==> config.mk <==
export PLATFORM = sky130hd
export DESIGN_NAME = alu_cmd_sequencer
export DESIGN_NICKNAME = d
export VERILOG_FILES = /design/src/rtl/alu_cmd_sequencer.sv
export SDC_FILE = /design/constraint.sdc
export NUM_CORES = 1
export LEC_CHECK = 0
export CAP_MARGIN = 20
export CORE_UTILIZATION = 54
export CTS_CLUSTER_SIZE = 30
export DETAILED_ROUTE_END_ITERATION = 8
export PLACE_DENSITY = 0.79
export SLEW_MARGIN = 20
export SYNTH_ARGS = -nofsm -noshare
export SYNTH_HDL_FRONTEND = slang
export SYNTH_SLANG_ARGS = --single-unit
==> constraint.sdc <==
create_clock -name clock -period 3.2 [get_ports clock]
set_clock_uncertainty 0.2 [all_clocks]
set_input_delay 0.48 -clock clock [delete_from_list [all_inputs] [get_ports clock]]
set_output_delay 0.48 -clock clock [all_outputs]
set_load 0.05 [all_outputs]
==> src/rtl/alu_cmd_sequencer.sv <==
// Issue stage in front of the 8-bit clocked ALU: buffers commands, rejects illegal ones,
// dispatches one legal command at a time and returns the captured result over valid/ready.
module alu_cmd_sequencer #(
  parameter int DEPTH   = 4,
  parameter int ALU_LAT = 1
) (
  input  logic                         clock,
  input  logic                         reset,
  input  logic                         cmd_valid,
  output logic                         cmd_ready,
  input  logic [7:0]                   cmd_a,
  input  logic [7:0]                   cmd_b,
  input  logic [3:0]                   cmd_sel,
  output logic [7:0]                   alu_a,
  output logic [7:0]                   alu_b,
  output logic [3:0]                   alu_sel,
  input  logic [7:0]                   alu_out,
  input  logic                         alu_carry,
  output logic                         rsp_valid,
  input  logic                         rsp_ready,
  output logic [7:0]                   rsp_data,
  output logic                         rsp_carry,
  output logic [1:0]                   rsp_err,
  output logic [$clog2(DEPTH+1)-1:0]   fifo_count
);

  localparam int PTR_W = (DEPTH > 1) ? $clog2(DEPTH) : 1;
  localparam int CNT_W = $clog2(DEPTH + 1);
  localparam int LAT_W = $clog2(ALU_LAT + 1);
  localparam logic [CNT_W-1:0] FULL_CNT = CNT_W'(DEPTH);
  localparam logic [LAT_W-1:0] LAT_LAST = LAT_W'(ALU_LAT);
  localparam logic [1:0] ERR_OK   = 2'b00;
  localparam logic [1:0] ERR_DIV0 = 2'b01;
  localparam logic [1:0] ERR_OPC  = 2'b10;

  typedef enum logic [1:0] {IDLE = 2'd0, EXEC = 2'd1, RESP = 2'd2} state_t;

  state_t           state, state_nxt;
  logic [19:0]      fifo_mem [DEPTH];
  logic [PTR_W-1:0] wr_ptr, rd_ptr;
  logic [LAT_W-1:0] cnt;
  logic             push, pop, issue, fault, capture, rsp_take;
  logic [7:0]       head_a, head_b;
  logic [3:0]       head_sel;
  logic [1:0]       head_err;

  // An unsupported opcode outranks divide-by-zero.
  function automatic logic [1:0] classify(input logic [7:0] b, input logic [3:0] sel);
    if (sel > 4'd3)
      return ERR_OPC;
    else if (sel == 4'd3 && b == 8'd0)
      return ERR_DIV0;
    else
      return ERR_OK;
  endfunction

  // ---- stage p0: FIFO head and classification ----
  assign cmd_ready = (fifo_count < FULL_CNT);
  assign push      = cmd_valid && cmd_ready;
  assign {head_a, head_b, head_sel} = fifo_mem[rd_ptr];
  assign head_err  = classify(head_b, head_sel);
  assign rsp_take  = (state == RESP) && rsp_ready;

  always_comb begin
    state_nxt = state;
    pop       = 1'b0;
    issue     = 1'b0;
    fault     = 1'b0;
    capture   = 1'b0;
    case (state)
      IDLE: pop = (fifo_count != '0);
      EXEC: begin
        if (cnt == LAT_LAST) begin
          capture   = 1'b1;
          state_nxt = RESP;
        end
      end
      RESP: begin
        if (rsp_ready) begin
          if (fifo_count != '0) pop = 1'b1;
          else                  state_nxt = IDLE;
        end
      end
      default: state_nxt = IDLE;
    endcase
    if (pop) begin
      if (head_err == ERR_OK) begin
        issue     = 1'b1;
        state_nxt = EXEC;
      end else begin
        fault     = 1'b1;
        state_nxt = RESP;
      end
    end
  end

  always_ff @(posedge clock or negedge reset) begin
    if (!reset) state <= IDLE;
    else        state <= state_nxt;
  end

  always_ff @(posedge clock or negedge reset) begin
    if (!reset) begin
      wr_ptr     <= '0;
      rd_ptr     <= '0;
      fifo_count <= '0;
    end else begin
      if (push) wr_ptr <= wr_ptr + PTR_W'(1);
      if (pop)  rd_ptr <= rd_ptr + PTR_W'(1);
      case ({push, pop})
        2'b10:   fifo_count <= fifo_count + CNT_W'(1);
        2'b01:   fifo_count <= fifo_count - CNT_W'(1);
        default: fifo_count <= fifo_count;
      endcase
    end
  end

  always_ff @(posedge clock) begin
    if (push) fifo_mem[wr_ptr] <= {cmd_a, cmd_b, cmd_sel};
  end

  // ---- stage p1: ALU issue, latency count and response capture ----
  always_ff @(posedge clock or negedge reset) begin
    if (!reset) begin
      alu_a     <= '0;
      alu_b     <= '0;
      alu_sel   <= '0;
      cnt       <= '0;
      rsp_valid <= 1'b0;
      rsp_data  <= '0;
      rsp_carry <= 1'b0;
      rsp_err   <= ERR_OK;
    end else begin
      if (issue) begin
        alu_a   <= head_a;
        alu_b   <= head_b;
        alu_sel <= head_sel;
        cnt     <= '0;
      end else if (state == EXEC) begin
        cnt <= cnt + LAT_W'(1);
      end

      if (capture) begin
        rsp_valid <= 1'b1;
        rsp_data  <= alu_out;
        rsp_carry <= alu_carry;
        rsp_err   <= ERR_OK;
      end else if (fault) begin
        rsp_valid <= 1'b1;
        rsp_data  <= '0;
        rsp_carry <= 1'b0;
        rsp_err   <= head_err;
      end else if (rsp_take) begin
        rsp_valid <= 1'b0;
      end
    end
  end

endmodule
==> summary.txt <==
Power and ir drop
  • VDD IR-drop max: 0.6466 mV
  • Power Density: 1043 mW/mm²
  • Int Pwr: around 4.2 mW
  • Sequential share of power: 0.347
  • Psw: 2.510 mW
  • Clock Power Share: 0.267
  • Logic pwr share: 0.386
  • Switching Fraction: 0.3750
  • Static Leakage: 2.348 nW

Critical path
  • Worst path arrival time: 2.95 ns
  • Class of the most critical setup path: flip-flop to flip-flop
  • Worst path slowest cell: mux4_2
  • Critical Path Start Type: flip-flop
  • Largest delay share family, worst path: simple AND/OR/NAND/NOR gates
  • Crit Reg-Reg Startpoint: rd_ptr[0]
  • Worst-path fanout max: 12
  • CP cell instances: buf_4 -> mux4_2 -> nor4b_4 -> nand4_2 -> a311o_1
  • CP startpoint: rd_ptr[0]
  • Req. time, crit path: 3.38 ns
  • CP max stage delay: 0.60 ns
  • CP Capture Type: flip-flop
  • Buf/Inv on CP: 1

STA
  • Worst Tran Pin Value: around 0.96 ns
  • RSZ-0062 raised after global routing: no
  • Final min period: 2.771 ns
  • Number of max-slew violations in the final report: 0
  • Final setup fails: 0
  • Hold Violations, Final: 0
  • Setup_tns: 0 ns
  • Slew margin rel.: 0.3603
  • Fin crit share: 0.8661
  • Final WS setup: 0.4286 ns
  • Final hold slack: 0.3183 ns
  • FMAX: 0.3608 GHz

Detailed routing
  • 1st-pass router iterations: 7
  • Via Count: 3224
  • Detailed Route WL: around 11000 µm
  • Wire per inst: 20.87 µm
  • Vias per std cell: roughly 6.2
  • Post-route ant nets: 0
  • DRC viols: 0
  • Initial DRC Count: 402

GRT
  • Largest net degree at the start of global routing: 43
  • Overflow after GRT: 0
  • Initial antenna violation count: 0
  • First-pass GRT wire length: between 15000 and 20000 µm
  • GRT Util Overall: 0.2468
  • Vias in the first global route: 3341

Final layout
  • Storage element area: 0.003453 mm²
  • Proportion of layout cells with a drive suffix above 1: 0.1743
  • Nets@finish: 439
  • Ant diodes: 0
  • Fillers: roughly 550
  • Area of the multi-input gates: 0.001430 mm²
  • Area Overhead vs Synth: 27.30%
  • Most frequent cells in the layout: edfxtp_1 (80), clkdlybuf4s50_1 (67), dfrtp_1 (42), nand3_1 (28), mux4_2 (20)
  • Most common cell after layout, fill and taps aside: edfxtp_1

Die
  • Ports: 69
  • Die outline area: 0.009728 mm²
  • Initial core utilization: 0.5671
  • Die height: 98.63 µm
  • Die width: 98.63 µm
  • Site Rows: 34
  • Std-Cell Core Area: approximately 0.0089 mm²

Clocking
  • Cts repair resizes: 0
  • Root buffer cell: clkbuf_8
  • Worst-Skew Late Latency: 0.50 ns
  • Deepest clock path buffer count: 2
  • Setup Buffers After CTS: 0
  • Post-cts hold buffer count: 1
  • Reg clk slew, reported paths: 0.05 ns
  • H-tree levels: 4
  • Clock Sinks: approximately 120
  • CTS tree: done
  • Total CTS buffers: 17

Synth
  • Post-Synthesis Net Count: 359
  • Synthesized area: 0.005042 mm²
  • Top_reg_cell synth: edfxtp_1
  • Post-synthesis xor/xnor area fraction: 0.01216
  • Post-synthesis mux area share: 0.09132
  • EDFF count, synth: 80
  • Share of synthesized registers carrying an async set or reset: 0.3443
  • Post-Synth Adder-Cell Area: 0.01638
  • Synth Instances: 320
  • Simple-gate portion of the synthesized area: 0.09206
  • YS warnings: 0
  • Register area share after synthesis: 0.6849
  • Synth cell types: 39
  • Flops & latches, synth: 122
  • Combinational family with the most area after synthesis: simple AND/OR/NAND/NOR gates
  • Mean Syn Cell Area: 15.76 µm²
  • Compound-Gate Fraction of Synth Area: 0.07022

Min path
  • Hold Path Class: flip-flop to flip-flop
  • Hold_sp: rsp_data[7]

Placed design
  • Pre-CTS setup slack: 0.4735 ns
  • Hpwl dp: 6857 µm
  • PortBufs: 68
  • RD Place Congestion: ~0.76

Flow run
  • Max-capacitance violation count: 0

Outcome
  • Status: complete, no violations
[power groups by stage]
stage | clock [mW] | combinational [mW] | sequential, mW
final | 1.79 | 2.58 | 2.33
after global routing | 1.89 | 2.74 | 2.36
after CTS | 1.81 | 2.59 | 2.32
after detailed placement | 0 | 2.54 | 2.34
after global placement | 0 | 2.51 | 2.32
after floorplan | 0 | 1.29 | 2.80
[state kept, by name, summed over array words and instances (netlist names), 2 cells and up]
| register | flops |
|---|---|
| rsp_data | 8 |
| alu_a | 8 |
| state | 2 |
| fifo_count | 3 |
| rsp_err | 2 |
| alu_sel | 4 |
| rd_ptr | 2 |
| wr_ptr | 2 |
| alu_b | 8 |
| fifo_mem | 80 |
[layout make-up]
class | instances | area share
clock buffers | 23 | 0.07271
clock inverters | 9 | 0.01520
inverters | 12 | 0.007018
multi-input cells | 164 | 0.2228
flip-flops and latches | 122 | 0.5380
well taps | 108 | 0.02105
repair buffers | 83 | 0.1232
[through the flow]
stage | instance area, µm² | power (mW) | cells | util
after floorplan | 5042 | 4.089 | 320 | -
final | 6419 | 6.695 | 521 | 0.7219
after global routing | 6419 | 6.995 | 521 | 0.7219
after global placement | 5844 | 4.827 | 488 | 0.6573
after CTS | 6419 | 6.719 | 521 | 0.7219
after detailed placement | 5844 | 4.879 | 488 | 0.6573
[worst paths after layout]
path                                      end  slack (ns)  cells past startpoint
worst max-delay path               rsp_err[1]        0.43                      5
max in group asynchronous            alu_b[4]        1.73                      2
worst max register to register     rsp_err[1]        0.43                      5
worst min register to register    rsp_data[7]        0.32                      1
worst min-delay path              rsp_data[7]        0.32                      1
min in group asynchronous       fifo_count[2]        0.47                      2
[worst reg2reg max path, stage by stage (launching register included)]
cell and delay (ns):
dfrtp_1 0.35, buf_4 0.23, mux4_2 0.60, nor4b_4 0.42
nand4_2 0.38, a311o_1 0.47
[synthesized netlist by cell type, types with 6 or more instances]
library cell   n  area share
nand3_1       28       0.028
xnor2_1        6       0.010
edfxtp_1      80        0.48
dfrtp_1       42        0.21
a32o_1         9       0.018
clkbuf_1      10      0.0074
buf_2          6      0.0060
o211ai_1      11       0.016
inv_1         11      0.0082
mux4_2        20       0.089
nand4_1       18       0.022
nor2_1        11      0.0082
o21ai_0       19       0.019
[routing by layer]
metal | vias to the layer above | part of all wire | routed length, µm | global-route usage
met5 | - | 0 | 0 | 0
met4 | 0 | 0.030 | 322 | 0.1355
met3 | 30 | 0.078 | 843 | 0.06170
met2 | 185 | 0.48 | 5236 | 0.3797
met1 | 1596 | 0.41 | 4472 | 0.3272
li1 | 1413 | - | - | -
[kinds of logic after synthesis]
| family | Yosys count |
|---|---|
| multiplexers | 21 |
| adder cells (fa/ha/maj) | 6 |
| buffers and inverters | 34 |
| AO/OA/AOI/OAI | 51 |
| XOR/XNOR | 7 |
| flip-flops | 122 |
| AND/OR/NAND/NOR | 79 |
(Power assumes the default switching activity.)
